<file path="src/rtl/lc_stream_pkg.sv">
// Shared definitions for the loopback-splitter stream path: word layout and
// the width helper used for pointer and occupancy sizing.
package lc_stream_pkg;

  localparam int LC_DATA_W = 72;
  localparam int LC_CTRL_W = 8;

  // One XGMII beat: 8 control bits on top of 64 data bits.
  typedef struct packed {
    logic [LC_CTRL_W-1:0]           ctrl;
    logic [LC_DATA_W-LC_CTRL_W-1:0] data;
  } lc_word_t;

  // Ceiling log2. Returns 0 for values of 0 or 1.
  function automatic int lc_clog2(input int value);
    int result;
    int rem;
    result = 0;
    rem    = value - 1;
    while (rem > 0) begin
      result = result + 1;
      rem    = rem >> 1;
    end
    return result;
  endfunction

endpackage

</file>
<file path="src/rtl/lc_splitter_elastic_fifo_if.sv">
// Stream bundle around the elastic FIFO.
//
// Handshake: the ingress side is valid-only. A word is offered whenever
// in_valid is high, and nothing is returned to the source. The egress side is
// ready/valid. A word transfers on a rising edge where out_valid and out_ready
// are both high. out_valid does not depend on out_ready, and out_data stays
// stable while out_valid is high and out_ready is low.
interface lc_splitter_elastic_fifo_if #(
  parameter int DATA_W = 72
) ();

  logic              in_valid;
  logic [DATA_W-1:0] in_data;
  logic [DATA_W-1:0] out_data;
  logic              out_valid;
  logic              out_ready;

  // Producer/consumer side: drives the ingress stream and the egress accept.
  modport master (
    output in_valid,
    output in_data,
    output out_ready,
    input  out_data,
    input  out_valid
  );

  // FIFO side.
  modport slave (
    input  in_valid,
    input  in_data,
    input  out_ready,
    output out_data,
    output out_valid
  );

endinterface

</file>
<file path="src/rtl/lc_elastic_ram.sv">
// DEPTH x DATA_W storage for the elastic FIFO. Writes are synchronous and
// reads are asynchronous, so the FIFO head is visible without a read cycle.
// The storage is deliberately not reset.
module lc_elastic_ram #(
  parameter int DATA_W = 72,
  parameter int DEPTH  = 16,
  parameter int AW     = 4
) (
  input  logic              clk,
  input  logic              we_i,
  input  logic [AW-1:0]     waddr_i,
  input  logic [DATA_W-1:0] wdata_i,
  input  logic [AW-1:0]     raddr_i,
  output logic [DATA_W-1:0] rdata_o
);

  logic [DATA_W-1:0] mem_q [DEPTH];

  // Write port: capture the word at the write pointer.
  always_ff @(posedge clk) begin
    if (we_i) begin
      mem_q[waddr_i] <= wdata_i;
    end
  end

  // Show-ahead read port.
  assign rdata_o = mem_q[raddr_i];

endmodule

</file>
<file path="src/rtl/lc_splitter_elastic_fifo.sv">
// Elastic buffer ahead of the loopback splitter timing adapter. That adapter
// cannot stall its source, so this block absorbs out_ready drops. When the
// buffer is full and no pop frees a slot, the incoming word is dropped and
// counted.
module lc_splitter_elastic_fifo
  import lc_stream_pkg::*;
#(
  parameter int DATA_W       = LC_DATA_W,
  parameter int DEPTH        = 16,
  parameter int AFULL_THRESH = 12,
  parameter int CNT_W        = 16,
  localparam int AW          = lc_clog2(DEPTH),
  localparam int LW          = AW + 1
) (
  input  logic                        clk,
  input  logic                        reset,
  lc_splitter_elastic_fifo_if.slave   bus,
  output logic [LW-1:0]               fill_level,
  output logic                        almost_full,
  output logic                        overflow,
  output logic [CNT_W-1:0]            drop_cnt,
  input  logic                        clear_stats
);

  localparam logic [LW-1:0]    LVL_FULL  = LW'(DEPTH);
  localparam logic [LW-1:0]    LVL_AFULL = LW'(AFULL_THRESH);
  localparam logic [CNT_W-1:0] CNT_MAX   = {CNT_W{1'b1}};

  logic [AW-1:0]     wr_ptr_q, wr_ptr_d;
  logic [AW-1:0]     rd_ptr_q, rd_ptr_d;
  logic [LW-1:0]     count_q,  count_d;
  logic              afull_q,  afull_d;
  logic              ovf_q,    ovf_d;
  logic [CNT_W-1:0]  drops_q,  drops_d;
  logic              push, pop, full, drop;
  logic [DATA_W-1:0] rd_word;

  lc_elastic_ram #(
    .DATA_W (DATA_W),
    .DEPTH  (DEPTH),
    .AW     (AW)
  ) u_ram (
    .clk     (clk),
    .we_i    (push),
    .waddr_i (wr_ptr_q),
    .wdata_i (bus.in_data),
    .raddr_i (rd_ptr_q),
    .rdata_o (rd_word)
  );

  // Handshake decode, pointer/level next state and drop statistics.
  // A pop frees the head slot on the same edge, so a full FIFO still accepts
  // a write when the consumer is taking a word.
  always_comb begin
    pop  = (count_q != '0) && bus.out_ready;
    full = (count_q == LVL_FULL);
    push = bus.in_valid && (!full || pop);
    drop = bus.in_valid && !push;

    wr_ptr_d = wr_ptr_q + AW'(push);
    rd_ptr_d = rd_ptr_q + AW'(pop);

    count_d = count_q;
    if (push && !pop) begin
      count_d = count_q + 1'b1;
    end else if (pop && !push) begin
      count_d = count_q - 1'b1;
    end

    afull_d = (count_d >= LVL_AFULL);

    // Clear first, then account for a drop in the same cycle.
    ovf_d   = clear_stats ? 1'b0 : ovf_q;
    drops_d = clear_stats ? '0 : drops_q;
    if (drop) begin
      ovf_d = 1'b1;
      if (drops_d != CNT_MAX) begin
        drops_d = drops_d + 1'b1;
      end
    end
  end

  // State registers. Reset discards contents and overrides everything else.
  always_ff @(posedge clk) begin
    if (reset) begin
      wr_ptr_q <= '0;
      rd_ptr_q <= '0;
      count_q  <= '0;
      afull_q  <= 1'b0;
      ovf_q    <= 1'b0;
      drops_q  <= '0;
    end else begin
      wr_ptr_q <= wr_ptr_d;
      rd_ptr_q <= rd_ptr_d;
      count_q  <= count_d;
      afull_q  <= afull_d;
      ovf_q    <= ovf_d;
      drops_q  <= drops_d;
    end
  end

  // The head word is forced to zero while empty so that reset shows a
  // defined output even though the storage itself is not reset.
  assign bus.out_valid = (count_q != '0);
  assign bus.out_data  = (count_q != '0) ? rd_word : '0;
  assign fill_level    = count_q;
  assign almost_full   = afull_q;
  assign overflow      = ovf_q;
  assign drop_cnt      = drops_q;

endmodule

</file>
<file path="src/flat_wrapper.sv">
// flat-port wrapper written by rule: the top's interface ports become plain ports
module lc_splitter_elastic_fifo_flat import lc_stream_pkg::*;
#(
  parameter int DATA_W       = LC_DATA_W,
  parameter int DEPTH        = 16,
  parameter int AFULL_THRESH = 12,
  parameter int CNT_W        = 16,
  localparam int AW          = lc_clog2(DEPTH),
  localparam int LW          = AW + 1
)
  (clk, reset, fill_level, almost_full, overflow, drop_cnt, clear_stats, bus_in_valid, bus_in_data, bus_out_ready, bus_out_data, bus_out_valid);
  lc_splitter_elastic_fifo_if #(.DATA_W(DATA_W)) bus_i ();
  input  logic clk;
  input  logic reset;
  output logic [LW-1:0] fill_level;
  output logic almost_full;
  output logic overflow;
  output logic [CNT_W-1:0] drop_cnt;
  input  logic clear_stats;
  input wire logic [$bits(bus_i.in_valid)-1:0] bus_in_valid;
  input wire logic [$bits(bus_i.in_data)-1:0] bus_in_data;
  input wire logic [$bits(bus_i.out_ready)-1:0] bus_out_ready;
  output wire logic [$bits(bus_i.out_data)-1:0] bus_out_data;
  output wire logic [$bits(bus_i.out_valid)-1:0] bus_out_valid;
  assign bus_i.in_valid = bus_in_valid;
  assign bus_i.in_data = bus_in_data;
  assign bus_i.out_ready = bus_out_ready;
  assign bus_out_data = bus_i.out_data;
  assign bus_out_valid = bus_i.out_valid;
  lc_splitter_elastic_fifo #(.DATA_W(DATA_W), .DEPTH(DEPTH), .AFULL_THRESH(AFULL_THRESH), .CNT_W(CNT_W)) u_core (.clk(clk), .reset(reset), .bus(bus_i), .fill_level(fill_level), .almost_full(almost_full), .overflow(overflow), .drop_cnt(drop_cnt), .clear_stats(clear_stats));
endmodule
</file>
<file path="config.mk">
export PLATFORM = sky130hd
export DESIGN_NAME = lc_splitter_elastic_fifo_flat
export DESIGN_NICKNAME = d
export VERILOG_FILES = /design/src/rtl/lc_stream_pkg.sv /design/src/rtl/lc_splitter_elastic_fifo_if.sv /design/src/rtl/lc_elastic_ram.sv /design/src/rtl/lc_splitter_elastic_fifo.sv /design/src/flat_wrapper.sv
export SDC_FILE = /design/constraint.sdc
export NUM_CORES = 1
export LEC_CHECK = 0
export ABC_AREA = 1
export ABC_CLOCK_PERIOD_IN_PS = 8300
export CELL_PAD_IN_SITES_DETAIL_PLACEMENT = 1
export CELL_PAD_IN_SITES_GLOBAL_PLACEMENT = 2
export CORE_MARGIN = 3
export CORE_UTILIZATION = 30
export CTS_BUF_LIST = sky130_fd_sc_hd__clkbuf_4 sky130_fd_sc_hd__clkbuf_8
export CTS_CLUSTER_DIAMETER = 120
export DETAILED_ROUTE_END_ITERATION = 12
export PLACE_DENSITY = 0.72
export SYNTH_ARGS = -nofsm -noshare
export SYNTH_HDL_FRONTEND = slang
export SYNTH_HIERARCHICAL = 1
export SYNTH_SLANG_ARGS = --single-unit
</file>
<file path="constraint.sdc">
create_clock -name clk -period 8.3 [get_ports clk]
set_clock_uncertainty 0.15 [all_clocks]
set_input_delay 2.49 -clock clk [delete_from_list [all_inputs] [get_ports clk]]
set_output_delay 2.49 -clock clk [all_outputs]
set_load 0.03 [all_outputs]
</file>
==> key figures <==
Status
  • Outcome: finished clean

Power
  • Pleak: 0.0252 µW
  • Fraction of power consumed by sequential logic: 0.453
  • Psw: 4480 µW
  • PwrDens: 247 nW/µm²
  • Switching part of the total power: 0.303
  • Fraction of power consumed by the clock network: 0.359
  • Fraction of power consumed by combinational cells: 0.189
  • Cell-internal power: 10300 µW
  • Worst IR Drop VDD: 0.000148 V

GRT
  • Pin count of the biggest net entering global routing: 183
  • Initial antenna violation count: 19
  • GRT busiest layer: met2
  • Met2 routing resource usage after global routing: 0.302
  • Number of global-route vias before repair: 37.7k
  • Wire length of the first global-routing pass: 237 mm
  • Sum of overflow across all layers after global routing: 0
  • Met1 Usage GRT: 0.228
  • Met3 Usage GRT: 0.0307
  • Global Route Usage Sum: 0.175

Timing
  • Peak Freq: 138 MHz
  • Time the worst path needs with I/O delays and setup: 7.27 ns
  • Final count of hold timing violations: 0
  • Finish-stage setup viols: 0
  • Setup WS post-layout: 1.03 ns
  • Tightest Pin Transition: 1.06 ns
  • RSZ-0062 raised after global routing: no
  • Setup TNS after final layout: 0 ns
  • Post-route fraction of the period consumed by the critical path: 0.876
  • Max transition margin: 0.296
  • Fin Hold WS: 0.334 ns
  • Final slew viol count: 0

Setup path
  • Startpoint Class: flip-flop
  • Worst Path Required: 5.66 ns
  • Data arrival time of the critical path: 4.63 ns
  • Crit path max fanout: 61
  • Nature of the critical path endpoint: output port
  • Type of the worst setup path: reg2out

Route
  • Post-route DRC violation count: 0
  • DRC marker count from the first detailed-route iteration: 2148
  • Vias after detailed routing: 35.8k
  • Average via count per standard cell: 4.61
  • Antenna viol nets, final: 0
  • Number of detailed-routing iterations run before antenna repair: 6
  • Routed wire length per instance: 20.3 µm
  • DRT Wirelength: 158 mm

Logic synthesis
  • Post-synthesis adder-cell area fraction: 0.00169
  • Compound-cell area share of the yosys netlist: 0.00367
  • Sequential-to-total area share from yosys stat: 0.679
  • Mean post-synth cell area: 10.2 µm²
  • Post-synth ARST share: 0
  • Synth warn: 6
  • Post-synthesis share of cell area spent on and, or, nand and nor gates: 0.214
  • Number of register bits inferred by synthesis: 1183
  • Number of enable flip-flop cells after synthesis: 1152
  • Xor and xnor area share after synthesis: 0.00186
  • Portion of netlist area occupied by mux cells: 0
  • Largest family of logic cells by synthesized area: simple AND/OR/NAND/NOR gates
  • Number of instances in the synthesized netlist: 5093
  • Ys flop type: edfxtp_1
  • Post-Syn Area: 51900 µm²
  • Nets in the synthesized netlist: 5177
  • Distinct cell type count after synthesis: 34

Final layout
  • Layout cell share with drive strength beyond 1: 0.0835
  • Layout area overhead: 15.6%
  • # nets final: 5375
  • Area occupied by multi-input gates: 11600 µm²
  • Utilization after layout: 0.352
  • Sequential cell area: 35200 µm²
  • # fillers: 19.2k

Floorplanning
  • Row cnt: 151
  • Initial core utilization: 0.304
  • Die height: 422 µm
  • Area of the core: 171000 µm²
  • Floorplan die width: 422 µm
  • Total Die Area: 178000 µm²
  • I/O pin count: 173

Clocking
  • Clock Latency Late Sink: 0.86 ns
  • Cts-stage hold buffer count: 0
  • H-tree depth: 4
  • Clock tree from TritonCTS: built
  • Maximum number of buffers from clock root to sink: 3
  • CTS clock-pin slew for the worst setup and hold paths: 0.06 ns
  • Post-cts resize count: 0
  • Number of buffers created by CTS: 207
  • Number of sinks driven by the clock tree: 1183
  • Post-CTS repair timing setup buffer count: 0
  • Clock Tree Root: clkbuf_8

Placed design
  • Input/output buffers: 172
  • Placer's final routability congestion estimate: 0.714
  • HPWL after detailed placement: 79.1 mm
  • Worst slack, placed: 1.84 ns

Job
  • MaxCap Viol Count: 0

Min path
  • Type of the most critical hold path: reg2reg
## cells in the final DEF, fill, tap and decap left out, drive strengths merged
cell,count
a21oi,17
a41oi,1
buf,67
bufinv,3
clkbuf,296
clkdlybuf4s50,172
clkinv,68
clkinvlp,2
dfxtp,31
diode,6
edfxtp,1152
ha,7
inv,995
nand2,1653
nand3,892
nand3b,2
nand4,4
nor2,68
nor3,2
o21ai,14
o21bai,2
xnor2,3
xor2,8
## power groups by stage
stage	clock network [µW]	logic (µW)	registers (µW)
finish	5310	2790	6690
floorplan	0	1870	6800
global route	5760	3110	6700
detailed placement	0	2850	6820
global placement	0	2820	6820
CTS	5510	2860	6700
## registers in the layout, summed over array words and instances, names as in the netlist
register            flops
u_core/overflow         1
u_core/u_ram/mem_q   1152
u_core/wr_ptr_q         4
u_core/almost_full      1
u_core/fill_level       5
u_core/drop_cnt        16
u_core/rd_ptr_q         4
## area by class of cell
type / instances / area share
clock buffer: 296 / 0.0589
multi-input combinational: 2673 / 0.194
timing repair buffer: 239 / 0.0402
tap: 2295 / 0.0479
sequential: 1183 / 0.587
clock inverter: 81 / 0.00887
inverter: 987 / 0.0626
antenna: 6 / 0.000250
## routing by layer
metal	routed length, µm	vias up
met4	2660	8
met1	70900	18200
met5	48	-
met3	6630	219
met2	77400	650
li1	-	16800
## synthesized netlist by cell type (17+ instances only)
cell type,instances,area (µm²)
nand2_1,1642,6160
edfxtp_1,1152,34600
inv_1,980,3680
nand3_1,888,4440
buf_2,132,661
buf_4,55,413
nor2_1,53,199
dfxtp_1,31,621
buf_1,25,93.8
buf_6,19,214
clkbuf_1,19,71.3
a21oi_1,17,85.1
## worst paths after layout
| check | start | to | slack, ns | depth (start not counted) |
|---|---|---|---|---|
| setup / recovery | u_core/rd_ptr_q[1] | bus_out_data[7] | 1.03 | 9 |
| hold / removal | u_core/overflow | u_core/overflow | 0.33 | 2 |
| setup reg to reg | u_core/fill_level[0] | u_core/u_ram/mem_q[7][55] | 4.78 | 9 |
| hold reg to reg | u_core/overflow | u_core/overflow | 0.33 | 2 |
## through the flow
stage	total power [µW]	area (µm²)	std cells
floorplan	8660	51900	5093
global placement	9640	55900	7377
detailed placement	9670	55900	7377
CTS	15100	60000	7754
global route	15600	60000	7756
finish	14800	60000	7760
## worst max-delay path, cell delays in order, from the launching register on
cell and delay [ns]:
dfxtp_4 0.79, buf_4 0.77, buf_4 0.66, nand3_1 0.16, nand3_1 0.11, nand3_1 0.08
nand2_1 0.20, nand2_1 0.07, inv_1 0.06, clkdlybuf4s50_1 0.66
## cells by family (layout without fill, tap and decap cells)
logic type      Yosys count  after routing
other cells               0              6
compound gates           34             34
fa+ha+maj                 7              7
flops                  1183           1183
xor+xnor                 11             11
simple gates           2621           2621
buf+inv                1237           1603
No activity file was read; power rests on OpenSTA's default activity.
